`src/rtl/decode_stage_reg_if.sv`:
```
// Handshake and control-bundle signals between the IF/ID stage and the registered decoder.
interface decode_stage_reg_if;
    logic [15:0] instruction;
    logic        in_valid;
    logic        stall;
    logic        flush_in;
    logic        out_valid;
    logic        killed;
    logic        illegal;
    logic [2:0]  destination;
    logic [2:0]  source_a;
    logic [2:0]  source_b;
    logic [1:0]  alu_b;
    logic [1:0]  imm_ctrl;
    logic [1:0]  r7_write_mux;
    logic [1:0]  out_mux_sel;
    logic [5:0]  alu_op;
    logic        reg_write_en;
    logic        datamem_write_en;
    logic        datamem_read_en;
    logic        mem_alu;
    logic        r7_write_en;
    logic        instr_flush;
    logic        instr_flush_2;

    modport master (
        output instruction, in_valid, stall, flush_in,
        input  out_valid, killed, illegal, destination, source_a, source_b,
               alu_b, imm_ctrl, r7_write_mux, out_mux_sel, alu_op,
               reg_write_en, datamem_write_en, datamem_read_en, mem_alu,
               r7_write_en, instr_flush, instr_flush_2
    );

    modport slave (
        input  instruction, in_valid, stall, flush_in,
        output out_valid, killed, illegal, destination, source_a, source_b,
               alu_b, imm_ctrl, r7_write_mux, out_mux_sel, alu_op,
               reg_write_en, datamem_write_en, datamem_read_en, mem_alu,
               r7_write_en, instr_flush, instr_flush_2
    );
endinterface

```
`src/rtl/decode_stage_reg.sv`:
```
// ID->RR pipeline register: decodes one instruction per accepted cycle and kills
// instructions falling in the shadow of a taken control transfer.
module decode_stage_reg #(
    parameter int SHADOW_JMP = 1,
    parameter int SHADOW_BR  = 2,
    parameter int CNT_W      = 2
) (
    input  logic             clk,
    input  logic             reset,
    decode_stage_reg_if.slave bus
);

    typedef struct packed {
        logic [2:0] dest;
        logic [2:0] src_a;
        logic [2:0] src_b;
        logic [1:0] alu_b;
        logic [5:0] alu_op;
        logic [1:0] imm_ctrl;
        logic [1:0] out_mux_sel;
        logic [1:0] r7_write_mux;
        logic       rwe;
        logic       dwe;
        logic       dre;
        logic       mem_alu;
        logic       r7we;
        logic       flush;
        logic       flush2;
        logic       illegal;
    } bundle_t;

    localparam logic [CNT_W-1:0] LP_SH_JMP = CNT_W'(SHADOW_JMP);
    localparam logic [CNT_W-1:0] LP_SH_BR  = CNT_W'(SHADOW_BR);

    function automatic bundle_t decode(input logic [15:0] ins);
        bundle_t    b;
        logic [3:0] op;
        logic [1:0] cz;
        op = ins[15:12];
        cz = ins[1:0];
        b  = '0;
        case (op)
            4'b0101: begin
                b.dest = ins[5:3];  b.src_a = ins[8:6];  b.src_b = ins[11:9];
            end
            4'b0100, 4'b0011, 4'b1001, 4'b1010: begin
                b.dest = ins[11:9]; b.src_a = ins[8:6];  b.src_b = ins[5:3];
            end
            4'b0000: begin
                b.dest = ins[8:6];  b.src_a = ins[11:9]; b.src_b = ins[5:3];
            end
            default: begin
                b.dest = ins[5:3];  b.src_a = ins[11:9]; b.src_b = ins[8:6];
            end
        endcase
        case (op)
            4'b0001: begin
                b.rwe = 1'b1; b.mem_alu = 1'b1;
                case (cz)
                    2'b00:   begin b.alu_b = 2'b01; b.alu_op = 6'b001100; end
                    2'b01:   begin b.alu_b = 2'b01; b.alu_op = 6'b001101; end
                    2'b10:   begin b.alu_b = 2'b01; b.alu_op = 6'b001110; end
                    default: begin b.alu_b = 2'b00; b.alu_op = 6'b001100; end
                endcase
            end
            4'b0000: begin
                b.alu_b = 2'b10; b.alu_op = 6'b001100; b.rwe = 1'b1; b.mem_alu = 1'b1;
            end
            4'b0010: begin
                if (cz == 2'b11) begin
                    b.illegal = 1'b1;
                end else begin
                    b.alu_b = 2'b01; b.alu_op = {4'b0101, cz};
                    b.rwe = 1'b1; b.mem_alu = 1'b1;
                end
            end
            4'b0011: begin
                b.alu_op = 6'b010101; b.imm_ctrl = 2'b01; b.out_mux_sel = 2'b01;
                b.rwe = 1'b1; b.mem_alu = 1'b1;
            end
            4'b0100: begin
                b.alu_b = 2'b10; b.alu_op = 6'b000100; b.rwe = 1'b1; b.dre = 1'b1;
            end
            4'b0101: begin
                b.alu_b = 2'b10; b.alu_op = 6'b000100; b.dwe = 1'b1;
            end
            4'b1000: begin
                b.alu_b = 2'b01; b.alu_op = 6'b100101;
                b.r7we = 1'b1; b.flush = 1'b1; b.flush2 = 1'b1;
            end
            4'b1001: begin
                b.imm_ctrl = 2'b10; b.out_mux_sel = 2'b10;
                b.rwe = 1'b1; b.mem_alu = 1'b1; b.r7we = 1'b1; b.flush = 1'b1;
            end
            4'b1010: begin
                b.imm_ctrl = 2'b11; b.out_mux_sel = 2'b10; b.r7_write_mux = 2'b01;
                b.rwe = 1'b1; b.mem_alu = 1'b1; b.r7we = 1'b1; b.flush = 1'b1;
            end
            4'b1011: begin
                b.imm_ctrl = 2'b10; b.r7_write_mux = 2'b10;
                b.r7we = 1'b1; b.flush = 1'b1; b.flush2 = 1'b1;
            end
            default: b.illegal = 1'b1;
        endcase
        return b;
    endfunction

    logic [3:0]       w_op_p0;
    logic             w_is_jmp_p0;
    logic             w_is_br_p0;
    logic             w_kill_p0;
    logic [CNT_W-1:0] w_sh_nxt_p0;
    bundle_t          w_dec_p0;
    bundle_t          w_bun_p0;

    logic [CNT_W-1:0] r_sh;
    logic             r_vld_p1;
    logic             r_killed_p1;
    bundle_t          r_bun_p1;

    assign w_op_p0     = bus.instruction[15:12];
    assign w_is_jmp_p0 = (w_op_p0 == 4'b1001) || (w_op_p0 == 4'b1010);
    assign w_is_br_p0  = (w_op_p0 == 4'b1011) || (w_op_p0 == 4'b1000);
    assign w_kill_p0   = (r_sh != '0);
    assign w_dec_p0    = decode(bus.instruction);

    always_comb begin
        w_bun_p0    = w_dec_p0;
        w_sh_nxt_p0 = r_sh;
        if (w_kill_p0) begin
            // Shadowed instructions keep their decode for visibility but lose every side effect.
            w_bun_p0.rwe    = 1'b0;
            w_bun_p0.dwe    = 1'b0;
            w_bun_p0.dre    = 1'b0;
            w_bun_p0.r7we   = 1'b0;
            w_bun_p0.flush  = 1'b0;
            w_bun_p0.flush2 = 1'b0;
            w_sh_nxt_p0     = r_sh - CNT_W'(1);
        end else if (w_is_jmp_p0) begin
            w_sh_nxt_p0 = LP_SH_JMP;
        end else if (w_is_br_p0) begin
            w_sh_nxt_p0 = LP_SH_BR;
        end
    end

    // ---- stage p0 -> p1 register ----
    always_ff @(posedge clk) begin
        if (reset) begin
            r_vld_p1    <= 1'b0;
            r_killed_p1 <= 1'b0;
            r_sh        <= '0;
            r_bun_p1    <= '0;
        end else if (bus.flush_in) begin
            r_vld_p1 <= 1'b0;
            r_sh     <= '0;
        end else if (!bus.stall) begin
            if (bus.in_valid) begin
                r_vld_p1    <= 1'b1;
                r_killed_p1 <= w_kill_p0;
                r_bun_p1    <= w_bun_p0;
                r_sh        <= w_sh_nxt_p0;
            end else begin
                r_vld_p1 <= 1'b0;
            end
        end
    end

    assign bus.out_valid        = r_vld_p1;
    assign bus.killed           = r_killed_p1;
    assign bus.illegal          = r_bun_p1.illegal;
    assign bus.destination      = r_bun_p1.dest;
    assign bus.source_a         = r_bun_p1.src_a;
    assign bus.source_b         = r_bun_p1.src_b;
    assign bus.alu_b            = r_bun_p1.alu_b;
    assign bus.alu_op           = r_bun_p1.alu_op;
    assign bus.imm_ctrl         = r_bun_p1.imm_ctrl;
    assign bus.out_mux_sel      = r_bun_p1.out_mux_sel;
    assign bus.r7_write_mux     = r_bun_p1.r7_write_mux;
    assign bus.mem_alu          = r_bun_p1.mem_alu;
    assign bus.reg_write_en     = r_vld_p1 & r_bun_p1.rwe;
    assign bus.datamem_write_en = r_vld_p1 & r_bun_p1.dwe;
    assign bus.datamem_read_en  = r_vld_p1 & r_bun_p1.dre;
    assign bus.r7_write_en      = r_vld_p1 & r_bun_p1.r7we;
    assign bus.instr_flush      = r_vld_p1 & r_bun_p1.flush;
    assign bus.instr_flush_2    = r_vld_p1 & r_bun_p1.flush2;

endmodule
```
`src/flat_wrapper.sv`:
```
// flat-port wrapper written by rule: the top's interface ports become plain ports
module decode_stage_reg_flat 
#(
    parameter int SHADOW_JMP = 1,
    parameter int SHADOW_BR  = 2,
    parameter int CNT_W      = 2
)
  (clk, reset, bus_instruction, bus_in_valid, bus_stall, bus_flush_in, bus_out_valid, bus_killed, bus_illegal, bus_destination, bus_source_a, bus_source_b, bus_alu_b, bus_imm_ctrl, bus_r7_write_mux, bus_out_mux_sel, bus_alu_op, bus_reg_write_en, bus_datamem_write_en, bus_datamem_read_en, bus_mem_alu, bus_r7_write_en, bus_instr_flush, bus_instr_flush_2);
  decode_stage_reg_if bus_i ();
  input  logic clk;
  input  logic reset;
  input wire logic [$bits(bus_i.instruction)-1:0] bus_instruction;
  input wire logic [$bits(bus_i.in_valid)-1:0] bus_in_valid;
  input wire logic [$bits(bus_i.stall)-1:0] bus_stall;
  input wire logic [$bits(bus_i.flush_in)-1:0] bus_flush_in;
  output wire logic [$bits(bus_i.out_valid)-1:0] bus_out_valid;
  output wire logic [$bits(bus_i.killed)-1:0] bus_killed;
  output wire logic [$bits(bus_i.illegal)-1:0] bus_illegal;
  output wire logic [$bits(bus_i.destination)-1:0] bus_destination;
  output wire logic [$bits(bus_i.source_a)-1:0] bus_source_a;
  output wire logic [$bits(bus_i.source_b)-1:0] bus_source_b;
  output wire logic [$bits(bus_i.alu_b)-1:0] bus_alu_b;
  output wire logic [$bits(bus_i.imm_ctrl)-1:0] bus_imm_ctrl;
  output wire logic [$bits(bus_i.r7_write_mux)-1:0] bus_r7_write_mux;
  output wire logic [$bits(bus_i.out_mux_sel)-1:0] bus_out_mux_sel;
  output wire logic [$bits(bus_i.alu_op)-1:0] bus_alu_op;
  output wire logic [$bits(bus_i.reg_write_en)-1:0] bus_reg_write_en;
  output wire logic [$bits(bus_i.datamem_write_en)-1:0] bus_datamem_write_en;
  output wire logic [$bits(bus_i.datamem_read_en)-1:0] bus_datamem_read_en;
  output wire logic [$bits(bus_i.mem_alu)-1:0] bus_mem_alu;
  output wire logic [$bits(bus_i.r7_write_en)-1:0] bus_r7_write_en;
  output wire logic [$bits(bus_i.instr_flush)-1:0] bus_instr_flush;
  output wire logic [$bits(bus_i.instr_flush_2)-1:0] bus_instr_flush_2;
  assign bus_i.instruction = bus_instruction;
  assign bus_i.in_valid = bus_in_valid;
  assign bus_i.stall = bus_stall;
  assign bus_i.flush_in = bus_flush_in;
  assign bus_out_valid = bus_i.out_valid;
  assign bus_killed = bus_i.killed;
  assign bus_illegal = bus_i.illegal;
  assign bus_destination = bus_i.destination;
  assign bus_source_a = bus_i.source_a;
  assign bus_source_b = bus_i.source_b;
  assign bus_alu_b = bus_i.alu_b;
  assign bus_imm_ctrl = bus_i.imm_ctrl;
  assign bus_r7_write_mux = bus_i.r7_write_mux;
  assign bus_out_mux_sel = bus_i.out_mux_sel;
  assign bus_alu_op = bus_i.alu_op;
  assign bus_reg_write_en = bus_i.reg_write_en;
  assign bus_datamem_write_en = bus_i.datamem_write_en;
  assign bus_datamem_read_en = bus_i.datamem_read_en;
  assign bus_mem_alu = bus_i.mem_alu;
  assign bus_r7_write_en = bus_i.r7_write_en;
  assign bus_instr_flush = bus_i.instr_flush;
  assign bus_instr_flush_2 = bus_i.instr_flush_2;
  decode_stage_reg #(.SHADOW_JMP(SHADOW_JMP), .SHADOW_BR(SHADOW_BR), .CNT_W(CNT_W)) u_core (.clk(clk), .reset(reset), .bus(bus_i));
endmodule
```
`config.mk`:
```
export PLATFORM = sky130hd
export DESIGN_NAME = decode_stage_reg_flat
export DESIGN_NICKNAME = d
export VERILOG_FILES = /design/src/rtl/decode_stage_reg_if.sv /design/src/rtl/decode_stage_reg.sv /design/src/flat_wrapper.sv
export SDC_FILE = /design/constraint.sdc
export NUM_CORES = 1
export LEC_CHECK = 0
export CELL_PAD_IN_SITES_DETAIL_PLACEMENT = 1
export CELL_PAD_IN_SITES_GLOBAL_PLACEMENT = 1
export CORE_ASPECT_RATIO = 0.6
export CORE_MARGIN = 10
export CORE_UTILIZATION = 38
export CTS_BUF_LIST = sky130_fd_sc_hd__clkbuf_4
export CTS_CLUSTER_SIZE = 10
export DETAILED_ROUTE_END_ITERATION = 8
export GPL_TIMING_DRIVEN = 0
export PLACE_DENSITY_LB_ADDON = 0.1
export SYNTH_ARGS = -nofsm -noshare
export SYNTH_HDL_FRONTEND = slang
export SYNTH_SLANG_ARGS = --single-unit
```
`constraint.sdc`:
```
create_clock -name clk -period 3.9 [get_ports clk]
set_input_delay 0.39 -clock clk [delete_from_list [all_inputs] [get_ports clk]]
set_output_delay 0.39 -clock clk [all_outputs]
set_load 0.05 [all_outputs]
```
==> results of run 1 <==
[power by group through the flow]
stage / registers [uW] / clock network (uW) / logic [uW]
2_1_floorplan: 373 / 0 / 100
3_3_place_gp: 369 / 0 / 163
3_5_place_dp: 370 / 0 / 165
4_1_cts: 362 / 341 / 167
5_1_grt: 363 / 356 / 180
6_report: 362 / 337 / 167
[cells by family (layout without fill, tap and decap cells)]
kind of cell	count (synthesis)	in the layout	share of synthesized area, %
AND/OR/NAND/NOR	97	97	26.60
AO/OA/AOI/OAI	53	53	18.98
buffers and inverters	43	101	14.29
flip-flops	34	34	37.01
multiplexers	3	3	1.633
XOR/XNOR	2	2	0.9526
adder cells (fa/ha/maj)	1	1	0.5442
[layout by cell type, fill, tap and decap left out, drive strengths merged, types with 3 or more instances in the layout]
cell / count
nor2b: 4
clkbuf: 17
and2: 6
nand4: 4
dfxtp: 34
mux2i: 3
nor2: 38
nand3: 7
a311oi: 3
a21oi: 16
nand2b: 3
nor3: 3
buf: 29
o21ai: 9
nand2: 20
a221oi: 4
nor4: 3
clkdlybuf4s50: 50
a211oi: 9
a22oi: 8
[area by class of cell]
type | instances | area, sq um
tap | 63 | 78.83
timing repair buffer | 50 | 500.5
inverter | 2 | 7.507
clock buffer | 5 | 37.54
fill | 566 | 2087
multi-input combinational | 156 | 895.9
clock inverter | 3 | 68.82
sequential | 34 | 680.7
buffer | 41 | 255.2
[worst max-delay path, delay by kind of cell (launching register included)]
family | cells | cell delay [ps]
simple gates | 1 | 180
buf+inv | 2 | 890
flops | 1 | 440
[metrics by stage]
step | util (%) | area (sq um)
2_1_floorplan | - | 1839
3_3_place_gp | 52.44 | 2419
3_5_place_dp | 52.44 | 2419
4_1_cts | 54.75 | 2525
5_1_grt | 54.75 | 2525
6_report | 54.75 | 2525
[cell usage after synthesis, types with 2 or more instances]
| library cell | instances | area (sq um) |
|---|---|---|
| nor2_1 | 38 | 142.6 |
| dfxtp_1 | 34 | 680.7 |
| buf_4 | 26 | 195.2 |
| nand2_1 | 20 | 75.07 |
| a21oi_1 | 16 | 80.08 |
| clkbuf_1 | 12 | 45.04 |
| a211oi_1 | 9 | 67.56 |
| a22oi_1 | 8 | 60.06 |
| o21ai_0 | 7 | 35.03 |
| and2_1 | 6 | 37.54 |
| nand3_1 | 6 | 30.03 |
| a221oi_1 | 4 | 35.03 |
| nand4_1 | 4 | 25.02 |
| nor2b_1 | 4 | 25.02 |
| a311oi_1 | 3 | 26.28 |
| buf_2 | 3 | 15.01 |
| mux2i_1 | 3 | 30.03 |
| nor3_1 | 3 | 15.01 |
| nor4_1 | 3 | 18.77 |
| a32oi_1 | 2 | 17.52 |
| inv_1 | 2 | 7.510 |
| nand2b_1 | 2 | 12.51 |
| nand4b_1 | 2 | 17.52 |
| o21ai_1 | 2 | 10.01 |
| or2_1 | 2 | 12.51 |
[per-layer routing]
layer	routed length (microns)	vias to the layer above	part of all wire, %
li1	-	905	-
met1	2936	884	48
met4	40	0	0.66
met5	0	-	0
met3	479	5	7.9
met2	2626	49	43
[final timing paths]
check	from	to
worst max-delay path	u_core.bus.out_valid	bus_r7_write_en
worst min-delay path	reset	u_core.bus.source_b[0]
worst max register to register	u_core.r_sh[1]	u_core.r_bun_p1[1]
worst min register to register	u_core.bus.r7_write_mux[0]	u_core.bus.r7_write_mux[0]
[state kept, by name, indices dropped and copies added, names as in the netlist]
register and cells:
u_core.bus.destination 3, u_core.bus.out_mux_sel 2, u_core.bus.killed 1, u_core.r_bun_p1 5, u_core.bus.alu_b 2, u_core.bus.source_b 3, u_core.bus.mem_alu 1, u_core.bus.illegal 1
u_core.r_sh 2, u_core.bus.r7_write_mux 2, u_core.bus.source_a 3, u_core.bus.imm_ctrl 2, u_core.bus.alu_op 6, u_core.bus.out_valid 1
==> qor.yml, run 1 <==
status: "complete, no violations"
final_net_count: 311
cts_buffers: 5
arrival_ps: 1870
coreArea_sq_um: 4612
cts_tree: "yes"
dr.first_iter.drc_count: 97
dp.cells: 346
slowest_delay_ps: 790
setup_slack_ps: 1643
cp_data_required_time_ps: 3510
avgSynthCellArea_sq_um: 7.894
slowest_stage: "clkdlybuf4s50_1"
setup_tns_ps: 0
post-dp-hpwl_microns: 4650
die_h_microns: 73.89
area_growth_pct: 37.28
post-route-period-util_pct: 57.88
gp_congestion: 0.8166
worstHoldPathType: "input pin to flip-flop"
die_x_microns: 109.8
grt_pass1_vias: 1824
fmax_mhz: 443.0
hold_viol: 0
cts_max_level: 2
syn_inst: 233
synth_seq_cells: 34
track_usage_pct: 15.35
yosysSeqAreaShare_pct: 37.01
p_per_area_nw_per_um2: 343.1
report.final.slew_viol_count: 0
hold_depth: 2
synth_flop_cell: "dfxtp_1"
met2_usage_pct: 23.12
grt_pass1_wl_microns: 9646
leakage_uw: 0.0009454
whs_ps: 438.8
grt_use_met3_pct: 5.066
portBuffers: 50
clock-root-buffer: "clkbuf_4"
swShare_pct: 28.08
yosysUniqueCellTypes: 37
drive_gt1_share_pct: 14.43
ios: 54
maxSlewHeadroom_pct: 36.09
syn-cell-area_sq_um: 1839
maxCapViolCount: 0
met1_usage_pct: 20.58
vdd_drop_max_mv: 0.1558
reg2reg_depth: 3
critical_path_class: "flip-flop to output port"
grt_max_degree: 13
post_cts_resized: 0
timing.critical_path.fanout_max: 7
combPwrFrac_pct: 19.3
r2r_slack_ps: 2300
worst_setup_path_start_kind: "flip-flop"
power.switching_uw: 243.2
clock_sinks: 34
wl_per_cell_microns: 17.18
ys_async_sr_fraction_pct: 0
detail_route.wirelength_microns: 6082
dieArea_sq_um: 8114
worst-slew-pin-transition_ps: 949.9
path_cells: "and2_1 > buf_4 > clkdlybuf4s50_1"
cts_setup_buffers: 0
holdBufCountCts: 0
antenna_found_initial: 0
clk_pin_slew_ps: 130
final_cells: 354
clock_path_buffers: 2
p_int_uw: 623.0
syn-num-nets: 254
via_per_inst: 5.206
drc: 0
p_total_uw: 866.2
fin_crit_ps: 2257
seqPwrFrac_pct: 41.8
setup_viol: 0
firstDrtPassIters: 4
top_usage_layer: "met2"
yosys_warnings: 0
post-place-ws_ps: 1507
initial_utilization_pct: 39.88
clkPwrFrac_pct: 38.9
gr-total-overflow: 0
rsz0062_at_grt: "no"
synth_edf_count: 0
fp-row-count: 19
dr_total_vias: 1843
ant_nets: 0
diodes: 0
fin_skew_ps: 13.83
insertion_delay_ps: 350
crit_path_end_kind: "output port"
Note: power is estimated with default switching activity, not from simulation.
==> inputs of run 2 (changes only) <==
CORE_UTILIZATION = 35   (was 38)
clock period = 2.3 ns   (was 3.9 ns; I/O delays follow)
==> run 2 against run 1 <==
Effect of this change:
- worst hold slack worse by 93 ps
- sequential power is 69% higher
- wire length about the same
- setup slack worse by 1400 ps
- clock skew down 11 ps
- core utilization shrank 5.7 points
- flip-flop and latch count unchanged
- die area increased by 6.6%
- non-clock buffer count is the same
- via count shrank 0.65%
- largest power group unchanged
==> qor.yml, run 2 (same netlist as run 1, synthesis figures left out) <==
firstDrtPassIters: 4  # unchanged
area_growth_pct: 35.58  # was 37.28%
critPathTopFamily: "buffers and inverters"  # unchanged
die_x_microns: 113.6  # was 109.8 microns
post_cts_resized: 0  # unchanged
dr_total_vias: 1831  # was 1843
cp_data_required_time_ps: 2070  # was 3510 ps
whs_ps: 345.3  # was 438.8 ps
clock_path_buffers: 2  # unchanged
post-dp-hpwl_microns: 4781  # was 4650 microns
die_h_microns: 76.15  # was 73.89 microns
vdd_drop_max_mv: 0.2610  # was 0.1558 mV
report.final.slew_viol_count: 0  # unchanged
timing.critical_path.fanout_max: 7  # unchanged
worstHoldPathType: "input pin to flip-flop"  # unchanged
maxSlewHeadroom_pct: 25.56  # was 36.09%
fmax_mhz: 490.7
dr.first_iter.drc_count: 84  # was 97
critical_path_class: "flip-flop to output port"  # unchanged
grt_pass1_vias: 1835  # was 1824
clk_pin_slew_ps: 100  # was 130 ps
final_net_count: 311  # unchanged
final_cell_mix: "50 x clkdlybuf4s50_1, 38 x nor2_1, 34 x dfxtp_1"  # unchanged
crit_path_end_kind: "output port"  # unchanged
p_per_area_nw_per_um2: 527.2  # was 343.1 nW/um^2
maxCapViolCount: 0  # unchanged
fin_crit_ps: 2038
initial_utilization_pct: 36.21  # was 39.88%
hold_viol: 0  # unchanged
clock-root-buffer: "clkbuf_4"  # unchanged
diodes: 0  # unchanged
gr-total-overflow: 0  # unchanged
layout_commonest_cell: "clkdlybuf4s50_1"  # unchanged
holdBufCountCts: 0  # unchanged
ios: 54  # unchanged
worst-slew-pin-transition_ps: 1106  # was 949.9 ps
rsz0062_at_grt: "no"  # unchanged
post-route-period-util_pct: 88.60
drive_gt1_share_pct: 13.79  # was 14.43%
ant_nets: 0  # unchanged
gp_congestion: 0.8889  # was 0.8166
slowest_stage: "clkdlybuf4s50_1"  # unchanged
drc: 0  # unchanged
track_usage_pct: 13.66  # was 15.35%
setup_viol: 0  # unchanged
leakage_uw: 0.0009287  # was 0.0009454 uW
fp-row-count: 20  # was 19
cts_max_level: 2  # unchanged
status: "complete, no violations"  # unchanged
cts_setup_buffers: 0  # unchanged
portBuffers: 50  # unchanged
detail_route.wirelength_microns: 6077  # was 6082 microns
grt_pass1_wl_microns: 9798  # was 9646 microns
path_cells: "and2_1 > buf_4 > clkdlybuf4s50_1"  # unchanged
dieArea_sq_um: 8650  # was 8114 sq um
slowest_delay_ps: 790  # about the same
insertion_delay_ps: 330  # was 350 ps
p_total_uw: 1315  # was 866.2 uW
grt_max_degree: 11  # was 13
path_buf_inv: 2  # unchanged
largest_reg_flops: 6  # unchanged
worst_setup_path_start_kind: "flip-flop"  # unchanged
wl_per_cell_microns: 17.07  # was 17.18 microns
setup_tns_ps: 0  # unchanged
antenna_found_initial: 0  # unchanged
fin_skew_ps: 2.647  # was 13.83 ps
clock_sinks: 34  # unchanged
cts_tree: "yes"  # unchanged
via_per_inst: 5.143  # was 5.206
cts_buffers: 5  # unchanged
arrival_ps: 1810  # was 1870 ps
coreArea_sq_um: 5080  # was 4612 sq um
## run 2: cell type report
cell class / instances / area, sq um
clock inverter: 2 / 33.78
timing repair buffer: 50 / 500.5
fill: 647 / 2586
buffer: 41 / 255.2
tap: 66 / 82.58
clock buffer: 5 / 37.54
inverter: 2 / 7.507
sequential: 34 / 680.7
multi-input combinational: 156 / 895.9
## run 2: worst paths after layout
path / from / end / slack [ps] / cells past startpoint
setup reg to reg: u_core.r_sh[0] / u_core.r_bun_p1[1] / 590 / 3
hold / removal: reset / u_core.bus.source_b[1] / 350 / 2
hold reg to reg: u_core.bus.alu_op[4] / u_core.bus.alu_op[4] / 460 / 2
setup / recovery: u_core.bus.out_valid / bus_r7_write_en / 260 / 3
## run 2: report_power, final
group	total [uW]	internal, uW	switching (uW)	leakage (uW)
logic	283	112	172	0.000614
registers	613	604	8.97	0.000276
clock network	418	220	198	0.0000387
total	1310	936	379	0.000929
## run 2: metal layers
| layer | GRT usage, % | vias up | wire [microns] |
|---|---|---|---|
| met3 | 4.638 | 5 | 378 |
| met5 | 0 | - | 0 |
| met4 | 2.273 | 0 | 42 |
| met1 | 19.68 | 879 | 3072 |
| met2 | 19.04 | 41 | 2584 |
| li1 | - | 906 | - |
## run 2: metrics by stage
stage               std cells  instance area [sq um]  worst slack, ps  util (%)
finish                    356                   2494            262.2     49.09
detailed placement        349                   2422            105.5     47.68
CTS                       356                   2494            228.0     49.09
global route              356                   2494            132.1     49.09
floorplan                 233                   1839            587.3         -
global placement          349                   2422            111.7     47.68
==> inputs of run 3 (changes only) <==
CTS_CLUSTER_SIZE = default   (was 10)
HOLD_SLACK_MARGIN = 0.08   (was default)
SLEW_MARGIN = 25   (was default)
==> run 3 against run 2 <==
Effect of this change:
- critical path type unchanged
- largest cell class unchanged
- flip-flop and latch count unchanged
- sequential power about the same
- first-iteration DRC count up 42%
- critical endpoint unchanged
- non-clock buffer count unchanged
- critical path depth unchanged
- wire length down 0.33%
==> qor.yml, run 3 (same netlist as run 1, synthesis figures left out) <==
p_total_uw: 1313  # was 1315 uW
seqPwrFrac_pct: 46.7  # about the same
diodes: 0  # unchanged
fp-row-count: 20  # unchanged
fin_skew_ps: 0.8161  # was 2.647 ps
gp_congestion: 0.8889  # unchanged
vdd_drop_max_mv: 0.2608  # was 0.2610 mV
swShare_pct: 28.72  # was 28.80%
dr_total_vias: 1827  # was 1831
post-route-period-util_pct: 88.49  # was 88.60%
arrival_ps: 1810  # about the same
track_usage_pct: 13.66  # unchanged
setup_viol: 0  # unchanged
grt_pass1_wl_microns: 9798  # unchanged
top_usage_layer: "met1"  # unchanged
insertion_delay_ps: 330  # about the same
cp_data_required_time_ps: 2070  # about the same
layout_commonest_cell: "clkdlybuf4s50_1"  # unchanged
maxCapViolCount: 0  # unchanged
die_x_microns: 113.6  # unchanged
dr.first_iter.drc_count: 119  # was 84
maxSlewHeadroom_pct: 55.18  # was 25.56%
wl_per_cell_microns: 17.01  # was 17.07 microns
coreArea_sq_um: 5080  # unchanged
area_growth_pct: 35.92  # was 35.58%
timing.rr.end: "u_core.r_bun_p1[1]"  # unchanged
power.switching_uw: 377.1  # was 378.6 uW
met1_usage_pct: 19.68  # unchanged
cts_setup_buffers: 0  # unchanged
reg2reg_depth: 3  # unchanged
drive_gt1_share_pct: 14.14  # was 13.79%
timing.critical_path.fanout_max: 7  # unchanged
clock-root-buffer: "clkbuf_4"  # unchanged
gr-total-overflow: 0  # unchanged
via_per_inst: 5.132  # was 5.143
r2r_slack_ps: 940  # was 590 ps
clock_path_buffers: 2  # unchanged
grt_use_met3_pct: 4.638  # unchanged
post-place-ws_ps: 105.5  # unchanged
worstHoldPathType: "input pin to flip-flop"  # unchanged
fin_crit_ps: 2035  # was 2038 ps
critical_path_class: "flip-flop to output port"  # unchanged
ios: 54  # unchanged
cts_max_level: 2  # unchanged
clkPwrFrac_pct: 31.7  # was 31.8%
status: "complete, no violations"  # unchanged
grt_pass1_vias: 1835  # unchanged
largest_reg_flops: 6  # unchanged
worst-slew-pin-transition_ps: 666.7  # was 1106 ps
p_int_uw: 936.2  # was 936.0 uW
met2_usage_pct: 19.04  # unchanged
holdBufCountCts: 0  # unchanged
report.final.slew_viol_count: 0  # unchanged
crit_path_end_kind: "output port"  # unchanged
cts_buffers: 5  # unchanged
ant_nets: 0  # unchanged
placed_area_sq_um: 2422  # unchanged
dieArea_sq_um: 8650  # unchanged
final_net_count: 311  # unchanged
p_per_area_nw_per_um2: 525.3  # was 527.2 nW/um^2
final_cell_mix: "50 x clkdlybuf4s50_1, 38 x nor2_1, 34 x dfxtp_1"  # unchanged
grt_max_degree: 11  # unchanged
antenna_found_initial: 0  # unchanged
worstSetupStartpoint: "u_core.bus.out_valid"  # unchanged
reg2reg_from: "u_core.r_sh[1]"  # was u_core.r_sh[0]
drc: 0  # unchanged
fin_area_sq_um: 2500  # was 2494 sq um
portBuffers: 50  # unchanged
leakage_uw: 0.0009295  # was 0.0009287 uW
worst_setup_path_start_kind: "flip-flop"  # unchanged
setup_tns_ps: 0  # unchanged
detail_route.wirelength_microns: 6057  # was 6077 microns
combPwrFrac_pct: 21.6  # about the same
fmax_mhz: 491.3  # was 490.7 MHz
initial_utilization_pct: 36.21  # unchanged
post-dp-hpwl_microns: 4781  # unchanged
cp-endpoint: "bus_r7_write_en"  # unchanged
firstDrtPassIters: 4  # unchanged
cts_tree: "yes"  # unchanged
post_cts_resized: 0  # unchanged
clock_sinks: 34  # unchanged
clk_pin_slew_ps: 100  # about the same
rsz0062_at_grt: "no"  # unchanged
hold_viol: 0  # unchanged
die_h_microns: 76.15  # unchanged
setup_slack_ps: 264.6  # was 262.2 ps
min_from: "reset"  # unchanged
==> run 3: changes by cell type in the layout (fill, tap and decap cells not counted) <==
cell    before  now
nor4_1       3    2
nor4_2       0    1
==> run 3: critical path, cell delays in order (launching register included) <==
cell and delay, ps:
dfxtp_1 420, and2_1 170, buf_4 100, clkdlybuf4s50_1 790
==> run 3: cell type report <==
type	count	area, sq um
fillers	645	2580
multi-input cells	156	902.1
flip-flops and latches	34	680.7
repair buffers	50	500.5
plain buffers	41	255.2
well taps	66	82.58
clock buffers	5	37.54
clock inverters	2	33.78
inverters	2	7.507
==> run 3: worst min path at each step <==
stage / end / slack [ps] / cells past startpoint
floorplan: u_core.bus.out_valid / 310 / 1
global placement: u_core.bus.r7_write_mux[1] / 440 / 2
detailed placement: u_core.bus.r7_write_mux[0] / 450 / 2
CTS: u_core.bus.source_b[0] / 350 / 2
global route: u_core.bus.source_b[0] / 330 / 2
finish: u_core.bus.source_b[1] / 350 / 2
==> run 3: per-layer routing <==
| layer | wire (microns) | part of all wire (%) |
|---|---|---|
| met5 | 0 | 0 |
| met4 | 21 | 0.35 |
| met3 | 399 | 6.6 |
| met2 | 2580 | 43 |
| met1 | 3055 | 50 |
==> run 3: per-stage QoR <==
| step | std cells | hold WS, ps | util [%] |
|---|---|---|---|
| finish | 356 | 347.8 | 49.21 |
| global route | 356 | 332.9 | 49.21 |
| CTS | 356 | 345.5 | 49.09 |
| detailed placement | 349 | 447.7 | 47.68 |
| global placement | 349 | 441.5 | 47.68 |
| floorplan | 233 | 308.5 | - |
==> run 3: power groups by stage <==
stage | sequential, uW | clock (uW) | combinational, uW
after floorplan | 633 | 0 | 170
after global placement | 626 | 0 | 277
after detailed placement | 627 | 0 | 281
after CTS | 614 | 428 | 283
after global routing | 616 | 461 | 306
final | 613 | 416 | 284
